File: src/rtl/tdpr_port_arbiter.sv
// rtl/tdpr_port_arbiter.sv - two-requester front end for a true dual-port RAM with same-address conflict serialisation
module tdpr_port_arbiter #(
    parameter int ADDR_SIZE = 8,
    parameter int DATA_SIZE = 8
) (
    input  logic                 clk,
    input  logic                 rst_n,

    input  logic                 req_a_valid,
    output logic                 req_a_ready,
    input  logic                 req_a_we,
    input  logic [ADDR_SIZE-1:0] req_a_addr,
    input  logic [DATA_SIZE-1:0] req_a_wdata,
    output logic                 rsp_a_valid,
    output logic [DATA_SIZE-1:0] rsp_a_rdata,

    input  logic                 req_b_valid,
    output logic                 req_b_ready,
    input  logic                 req_b_we,
    input  logic [ADDR_SIZE-1:0] req_b_addr,
    input  logic [DATA_SIZE-1:0] req_b_wdata,
    output logic                 rsp_b_valid,
    output logic [DATA_SIZE-1:0] rsp_b_rdata,

    output logic                 en_a,
    output logic                 we_a,
    output logic [ADDR_SIZE-1:0] addr_a,
    output logic [DATA_SIZE-1:0] din_a,
    input  logic [DATA_SIZE-1:0] dout_a,

    output logic                 en_b,
    output logic                 we_b,
    output logic [ADDR_SIZE-1:0] addr_b,
    output logic [DATA_SIZE-1:0] din_b,
    input  logic [DATA_SIZE-1:0] dout_b,

    output logic [15:0]          conflict_cnt
);

    typedef enum logic [1:0] {
        PASS   = 2'd0,
        HOLD_A = 2'd1,
        HOLD_B = 2'd2
    } state_t;

    state_t state_q, state_d;

    // ptr_q = 0: requester a wins the next conflict, 1: requester b wins
    logic ptr_q, ptr_d;
    logic conflict;

    logic                 hold_valid_q, hold_we_q;
    logic [ADDR_SIZE-1:0] hold_addr_q;
    logic [DATA_SIZE-1:0] hold_din_q;
    logic                 hold_load, hold_we_d;
    logic [ADDR_SIZE-1:0] hold_addr_d;
    logic [DATA_SIZE-1:0] hold_din_d;

    logic                 iss_a, iss_a_we, iss_b, iss_b_we;
    logic [ADDR_SIZE-1:0] iss_a_addr, iss_b_addr;
    logic [DATA_SIZE-1:0] iss_a_din, iss_b_din;

    logic rd_a_q, rd_b_q;

    always_ff @(posedge clk or negedge rst_n) begin
        if (!rst_n) begin
            state_q <= PASS;
        end else begin
            state_q <= state_d;
        end
    end

    always_comb begin
        state_d     = state_q;
        ptr_d       = ptr_q;
        conflict    = 1'b0;
        req_a_ready = (state_q == PASS);
        req_b_ready = (state_q == PASS);
        iss_a       = 1'b0;
        iss_a_we    = req_a_we;
        iss_a_addr  = req_a_addr;
        iss_a_din   = req_a_wdata;
        iss_b       = 1'b0;
        iss_b_we    = req_b_we;
        iss_b_addr  = req_b_addr;
        iss_b_din   = req_b_wdata;
        hold_load   = 1'b0;
        hold_we_d   = req_b_we;
        hold_addr_d = req_b_addr;
        hold_din_d  = req_b_wdata;

        case (state_q)
            PASS: begin
                conflict = req_a_valid && req_b_valid &&
                           (req_a_addr == req_b_addr) && (req_a_we || req_b_we);
                if (conflict) begin
                    hold_load = 1'b1;
                    ptr_d     = ~ptr_q;
                    if (!ptr_q) begin
                        iss_a   = 1'b1;
                        state_d = HOLD_B;
                    end else begin
                        iss_b       = 1'b1;
                        hold_we_d   = req_a_we;
                        hold_addr_d = req_a_addr;
                        hold_din_d  = req_a_wdata;
                        state_d     = HOLD_A;
                    end
                end else begin
                    iss_a = req_a_valid;
                    iss_b = req_b_valid;
                end
            end
            HOLD_A: begin
                iss_a      = hold_valid_q;
                iss_a_we   = hold_we_q;
                iss_a_addr = hold_addr_q;
                iss_a_din  = hold_din_q;
                state_d    = PASS;
            end
            HOLD_B: begin
                iss_b      = hold_valid_q;
                iss_b_we   = hold_we_q;
                iss_b_addr = hold_addr_q;
                iss_b_din  = hold_din_q;
                state_d    = PASS;
            end
            default: state_d = PASS;
        endcase
    end

    always_ff @(posedge clk or negedge rst_n) begin
        if (!rst_n) begin
            ptr_q        <= 1'b0;
            hold_valid_q <= 1'b0;
            hold_we_q    <= 1'b0;
            hold_addr_q  <= '0;
            hold_din_q   <= '0;
            en_a         <= 1'b0;
            we_a         <= 1'b0;
            addr_a       <= '0;
            din_a        <= '0;
            en_b         <= 1'b0;
            we_b         <= 1'b0;
            addr_b       <= '0;
            din_b        <= '0;
            rd_a_q       <= 1'b0;
            rd_b_q       <= 1'b0;
            conflict_cnt <= '0;
        end else begin
            ptr_q <= ptr_d;
            if (hold_load) begin
                hold_valid_q <= 1'b1;
                hold_we_q    <= hold_we_d;
                hold_addr_q  <= hold_addr_d;
                hold_din_q   <= hold_din_d;
            end else if (state_q != PASS) begin
                hold_valid_q <= 1'b0;
            end

            // idle ports keep addr/din so the RAM pins do not toggle needlessly
            en_a <= iss_a;
            we_a <= iss_a && iss_a_we;
            if (iss_a) begin
                addr_a <= iss_a_addr;
                din_a  <= iss_a_din;
            end
            en_b <= iss_b;
            we_b <= iss_b && iss_b_we;
            if (iss_b) begin
                addr_b <= iss_b_addr;
                din_b  <= iss_b_din;
            end

            rd_a_q <= en_a && !we_a;
            rd_b_q <= en_b && !we_b;

            if (conflict && (conflict_cnt != 16'hFFFF)) begin
                conflict_cnt <= conflict_cnt + 16'd1;
            end
        end
    end

    // RAM read data is valid the cycle after en, so it is forwarded unregistered
    assign rsp_a_valid = rd_a_q;
    assign rsp_b_valid = rd_b_q;
    assign rsp_a_rdata = rd_a_q ? dout_a : '0;
    assign rsp_b_rdata = rd_b_q ? dout_b : '0;

endmodule
File: config.mk
export PLATFORM = sky130hd
export DESIGN_NAME = tdpr_port_arbiter
export DESIGN_NICKNAME = d
export VERILOG_FILES = /design/src/rtl/tdpr_port_arbiter.sv
export SDC_FILE = /design/constraint.sdc
export NUM_CORES = 1
export LEC_CHECK = 0
export ABC_CLOCK_PERIOD_IN_PS = 2460
export BUFFER_PORTS_ARGS = -buffer_cell sky130_fd_sc_hd__buf_2
export CAP_MARGIN = 20
export CORE_MARGIN = 1.5
export CORE_UTILIZATION = 47
export DETAILED_ROUTE_END_ITERATION = 6
export PLACE_DENSITY = 0.73
export REMOVE_ABC_BUFFERS = 1
export SKIP_LAST_GASP = 1
export SLEW_MARGIN = 40
export SYNTH_ARGS = -nofsm -noshare
export SYNTH_HDL_FRONTEND = slang
export SYNTH_SLANG_ARGS = --single-unit
File: constraint.sdc
create_clock -name clk -period 2.46 [get_ports clk]
set_input_delay 0.369 -clock clk [delete_from_list [all_inputs] [get_ports clk]]
set_output_delay 0.369 -clock clk [all_outputs]
set_load 0.05 [all_outputs]
==> summary.md, run 1 <==
| Metric | Value |
|---|---|
| Critical Setup Path Class | reg2reg |
| Post-synth cell types | 45 |
| Die Ht | 93.0 um |
| Clock Latency Late Sink | between 300 and 400 ps |
| Final Max Slew Viols | 0 |
| Avg Synthesized Cell Area | 11.9 sq um |
| Static leakage | 0.00228 uW |
| DIE WIDTH | about 93 um |
| Vias per inst | 5.45 |
| Mapped Area | 0.00380 sq mm |
| Post-placement cell count | approximately 550 |
| Via count | 3067 |
| Fin cells | 563 |
| Critical path fanouts, max | 18 |
| Met1 GRT Util | 30.7% |
| Final worst-path cycle share | 87.7% |
| Vias in the first global route | 3045 |
| Synthesized flop and latch total | 75 |
| First-pass DRT Iterations | 4 |
| Crit end category | flop |
| Reg2reg start | state_q[0] |
| CTS tree | built |
| Largest net degree at the start of global routing | 43 |
| Clk root buf | clkbuf_8 |
| Final HPWL DP | 6570 um |
| Sequential-to-total area share from yosys stat | 49.3% |
| PwrDens | approximately 680 mW/mm^2 |
| Post-CTS Resized | 0 |
| Met2 Use GR | 35.8% |
| Max clock buf depth | 2 |
| FFs w/ async S/R, synth | between 90% and 100% |
| Hold endpoint | din_a[3] |
| Outcome | complete, no violations |
| Final setup violating endpoints | 0 |
| Grt total ovfl | 0 |
| Avg WL per Cell | 16.6 um |
| All-layer global routing usage | 22.8% |
| Reg2reg end | din_b[1] |
| Fin. Hold Viols | 0 |
| Initial core utilization | 49.0% |
| Max-Cap Viols | 0 |
| Port Buffers | 125 |
| Busiest grt layer | met2 |
| Cells on worst reg2reg path | 6 |
| Final hold slack | 315 ps |
| Yosys warning count | 0 |
| Global-route wire length before repair | approximately 15000 um |
| Post-Layout Inst Area | 0.00489 sq mm |
| NumNets Final | 511 |
| Startpoint Class | flop |
| Post-CTS Setup Inserts | 0 |
| CTS Hold Buffers Added | 1 |
| GR met3 Demand/Resource | 4.80% |
| RSZ-0062 raised after global routing | false |
| Layout cell share with drive strength beyond 1 | 47.1% |
| Die area | between 0.008 and 0.009 sq mm |
| Fin crit period | 2160 ps |
| Fill count | 657 |
| Required time of the worst setup path | 2700 ps |
| CP Buf/Inv Count | 1 |
| Clock skew | 11.2 ps |
| Total power | 3320 uW |
| Rows | 32 |
| DRC viols | 0 |
| Gpl congestion | 0.820 |
| Routed WL | 9330 um |
| Slew margin rel. | 46.6% |
| Layout area overhead | 28.4% |
| Initial drt markers | 185 |
| Initial antenna violation count | 0 |
| Clock Sink Count | 75 |
| Routed Antenna Nets | 0 |
| Slew @ Worst Pin | 798 ps |
| Worst-path clk slew | approximately 80 ps |
| IR drop worst, VDD | 0.000426 V |
| Top-level I/O count | approximately 130 |
| Critical path's largest stage delay | 450 ps |
| Cells after Synth | 321 |
| Cell Chain, Critical Path | or2_1, clkinv_1, nand2_1, or4_4, o211ai_4, mux2_2 |
| Setup TNS | 0 ps |
| Flop-to-flop setup slack | 300 ps |
| Ant diodes | 0 |
| H-tree depth | 3 |
| Hold Crit Start | req_a_wdata[3] |
| Core ar. | 0.00777 sq mm |
| Top_reg_cell synth | dfrtp_1 |
| CP top delay family | simple AND/OR/NAND/NOR gates |
| Worst Hold Depth | 2 |
| Post-DP Area | 0.00461 sq mm |
| F_max | 464 MHz |
| Number of synthesized flops with an enable pin | 0 |
| Crit path DAT | 2400 ps |
| Min-Delay Path Class | in2reg |
| Slowest cell on the critical path | dfrtp_1 |
| CTS Buf Count | 9 |
==> metrics by stage <==
step	utilization (%)	setup WS (ps)
2_1_floorplan	-	-76.6
3_3_place_gp	59.3	104
3_5_place_dp	59.3	75.1
4_1_cts	62.9	312
5_1_grt	62.9	242
6_report	62.9	304
==> area by class of cell <==
class / count / area, sq um / share of cell area, %
Sequential cell: 75 / 1880 / 38.4
Timing Repair Buffer: 141 / 776 / 15.9
Clock inverter: 7 / 146 / 3.00
Clock buffer: 9 / 124 / 2.53
Inverter: 1 / 3.75 / 0.0768
Tap cell: 102 / 128 / 2.61
Multi-Input combinational cell: 228 / 1830 / 37.5
==> synth_stat cells, types with 3 or more instances <==
cell type | number | area share (%)
and2_1 | 18 | 3.0
and3_1 | 3 | 0.49
clkbuf_1 | 11 | 1.1
dfrtp_1 | 75 | 49
mux2_2 | 28 | 8.3
mux2_4 | 8 | 3.2
mux2i_1 | 17 | 4.5
nand2_1 | 29 | 2.9
nand3_1 | 11 | 1.4
nand4_1 | 6 | 0.99
nor2_1 | 9 | 0.89
nor2b_1 | 4 | 0.66
nor3_1 | 4 | 0.53
o21ai_0 | 16 | 2.1
o221a_2 | 15 | 4.4
o22a_1 | 16 | 3.7
xnor2_1 | 20 | 4.6
==> per-layer routing <==
layer  share of wire (%)  vias up
li1                    -     1447
met1                  45     1499
met2                  48      112
met3                 6.0        9
met4                 1.1        0
met5                   0        -
==> where the power goes <==
part	internal [uW]	leakage, uW	total (uW)	switching [uW]
clock network	785	0.000134	1270	485
registers	1300	0.000970	1350	47.7
logic	228	0.00118	693	466
total	2320	0.00228	3320	998
==> state kept, by name, summed over array words and instances, names as in the netlist <==
signal        count
we_b              1
hold_valid_q      1
rsp_b_valid       1
hold_we_q         1
state_q           2
addr_a            8
en_a              1
hold_din_q        8
we_a              1
ptr_q             1
din_b             8
hold_addr_q       8
din_a             8
conflict_cnt     16
rsp_a_valid       1
en_b              1
addr_b            8
==> cells in the final DEF (no fill, tap or decap), types with 2 or more instances in the layout <==
cell type and n:
and2_1 18, and3_1 3, buf_12 2, buf_2 124, buf_4 14, bufinv_16 4
clkbuf_8 9, dfrtp_1 75, inv_6 2, mux2_2 28, mux2_4 8, mux2i_1 17
nand2_1 29, nand2b_1 2, nand3_1 11, nand4_1 6, nor2_1 9, nor2b_1 3
nor3_1 4, nor4_1 2, o21ai_0 16, o221a_2 15, o22a_1 16, xnor2_1 20
==> worst max path at each step <==
| stage | from | end | slack (ps) | depth (start not counted) |
|---|---|---|---|---|
| after floorplan | state_q[0] | conflict_cnt[1] | -80 | 5 |
| after global placement | req_a_addr[5] | din_b[4] | 100 | 6 |
| after detailed placement | req_a_addr[5] | addr_b[0] | 80 | 6 |
| after CTS | state_q[0] | din_b[1] | 310 | 6 |
| after global routing | state_q[0] | din_b[2] | 240 | 6 |
| final | state_q[0] | din_b[1] | 300 | 6 |
==> kinds of logic after synthesis <==
kind of cell,Yosys count,share of synthesized area (%)
compound gates,56,13.2
mux,53,15.9
xor+xnor,22,5.26
simple gates,96,13.4
buf+inv,18,2.56
flops,75,49.3
fa+ha+maj,1,0.329
Power figures use the tool's default switching activity.
==> run 2: changes to the inputs <==
--- a/config.mk
+++ b/config.mk
@@ -5,7 +5,7 @@
 export SDC_FILE = /design/constraint.sdc
 export NUM_CORES = 1
 export LEC_CHECK = 0
-export ABC_CLOCK_PERIOD_IN_PS = 2460
+export ABC_CLOCK_PERIOD_IN_PS = 2700
 export BUFFER_PORTS_ARGS = -buffer_cell sky130_fd_sc_hd__buf_2
 export CAP_MARGIN = 20
 export CORE_MARGIN = 1.5
==> constraint.sdc (replaced) <==
create_clock -name clk -period 2.7 [get_ports clk]
set_input_delay 0.405 -clock clk [delete_from_list [all_inputs] [get_ports clk]]
set_output_delay 0.405 -clock clk [all_outputs]
set_load 0.05 [all_outputs]
==> summary.md, run 2 (same netlist as run 1, synthesis figures left out) <==
| Metric | Value |
|---|---|
| Flop-to-flop setup slack | about 350 ps |
| Min-Delay Path Class | in2async |
| Sequential share of power | between 40 and 50% |
| Final setup violating endpoints | 0 |
| Gpl congestion | 0.804 |
| H-tree depth | 3 |
| Largest reg by FF count | conflict_cnt |
| Startpoint Class | flop |
| Port Buffers | 125 |
| Final worst-path cycle share | 86.9% |
| Final worst slack | 354 ps |
| RSZ-0062 raised after global routing | false |
| Clock share of power | about a third |
| Rows | 32 |
| Slowest cell on the critical path | dfrtp_1 |
| All-layer global routing usage | about 22% |
| Critical Setup Path Class | reg2reg |
| Clk root buf | clkbuf_8 |
| Crit path DAT | 2570 ps |
| Fin. Hold Viols | 0 |
| Routed WL | 9410 um |
| Most frequent cells in the layout | buf_2, dfrtp_1, nand2_1 |
| Max-Cap Viols | 0 |
| Crit end category | flop |
| Post-CTS Resized | 0 |
| Die Ht | slightly above 90 um |
| Setup TNS | 0 ps |
| Vias in the first global route | 2990 |
| PwrDens | 592 mW/mm^2 |
| Post-Layout Inst Area | 0.00479 sq mm |
| Post-CTS Setup Inserts | 0 |
| F_max | about 430 MHz |
| First-pass DRT Iterations | 4 |
| Sw Share | 30.9% |
| Internal power | 1960 uW |
| Cell Chain, Critical Path | or2_1, clkinv_1, nand2_1, or4_4, o211ai_4, mux2_2 |
| Total power | ~2800 uW |
| Initial antenna violation count | 0 |
| Static leakage | about 0.0022 uW |
| Grt total ovfl | 0 |
| Global-route wire length before repair | 15000 um |
| Number of flip-flops under the largest register name | 16 |
| Core ar. | 0.00777 sq mm |
| Final Max Slew Viols | 0 |
| Layout cell share with drive strength beyond 1 | between 40 and 50% |
| Gate power share | 21.9% |
| Final HPWL DP | around 6500 um |
| DRC viols | 0 |
| Register area | 0.00188 sq mm |
| Area of the multi-input gates | roughly 0.0018 sq mm |
| Clock skew | 9.53 ps |
| Outcome | complete, no violations |
| NetSw | 875 uW |
| Routed Antenna Nets | 0 |
| Ant diodes | 0 |
| CTS Hold Buffers Added | 0 |
| Largest net degree at the start of global routing | 76 |
| CTS tree | built |
| Via count | 3080 |
| Initial drt markers | 149 |
| Most common cell after layout, fill and taps aside | buf_2 |
| Clock Sink Count | between 70 and 80 |
| Post-DP Area | 0.00456 sq mm |
| Top-level I/O count | around 130 |
| Fill count | 657 |
| Vias per inst | 5.52 |
| Avg WL per Cell | 16.9 um |
| Layout area overhead | 25.9% |
| Slew @ Worst Pin | roughly 770 ps |
| Max clock buf depth | 2 |
| NumNets Final | 506 |
| Die area | 0.00864 sq mm |
| Critical path fanouts, max | 18 |
| Clock Latency Late Sink | 340 ps |
| Pre-CTS setup slack | 247 ps |
| Critical path's largest stage delay | between 400 and 500 ps |
| DIE WIDTH | approximately 93 um |
| Initial core utilization | 49.0% |
| Required time of the worst setup path | 2920 ps |
| Slew margin rel. | 48.7% |
| Worst-path clk slew | roughly 70 ps |
| IR drop worst, VDD | 0.000491 V |
| CTS Buf Count | 9 |
| Fin crit period | 2350 ps |
[run 2: cell count changes in the layout (fill, tap and decap cells not counted), sizes merged]
cell / previous run / this run
clkbuf: 9 / 12
inv: 2 / 0
clkinvlp: 0 / 1
bufinv: 4 / 2
dlygate4sd3: 1 / 0
buf: 140 / 136
[run 2: per-stage QoR]
| step | std cells | hold slack [ps] | util (%) |
|---|---|---|---|
| 2_1_floorplan | 304 | 109 | - |
| 3_3_place_gp | 542 | 411 | 58.6 |
| 3_5_place_dp | 542 | 416 | 58.8 |
| 4_1_cts | 558 | 106 | 61.7 |
| 5_1_grt | 558 | 121 | 61.7 |
| 6_report | 558 | 81.8 | 61.7 |
[run 2: routing by layer]
metal  global-route usage, %  part of all wire, %
met1                    28.7                   43
met2                    38.2                   50
met4                    7.58                  1.2
met5                       0                    0
met3                    3.25                  5.5
[run 2: worst paths after layout]
| path | startpoint | to | depth (start not counted) |
|---|---|---|---|
| hold reg to reg | we_a | rsp_a_valid | 1 |
| max in group asynchronous | rst_n | conflict_cnt[15] | 1 |
| hold / removal | rst_n | din_b[4] | 1 |
| setup reg to reg | state_q[0] | din_b[1] | 6 |
| min in group clk | req_a_wdata[7] | din_a[7] | 2 |
| setup / recovery | state_q[0] | din_b[1] | 6 |
[run 2: power groups by stage]
stage	Clock (uW)	Combinational [uW]	Sequential (uW)
floorplan	0	226	1450
global placement	0	613	1260
detailed placement	0	626	1260
CTS	997	627	1240
global route	1040	657	1250
finish	975	622	1240
[run 2: worst max-delay path, delay by kind of cell (launching register included)]
kind | cells | cell delay, ps
AOI/OAI and AO/OA | 1 | 340
buffers and inverters | 1 | 200
muxes | 1 | 410
and+or+nand+nor | 3 | 830
DFF | 1 | 450
[run 2: layout make-up]
type,instances,share of cell area (%)
tap,102,2.66
sequential,75,39.2
multi-input combinational,228,38.4
clock buffer,12,3.24
inverter,1,0.0783
timing repair buffer,136,14.9
clock inverter,4,1.51
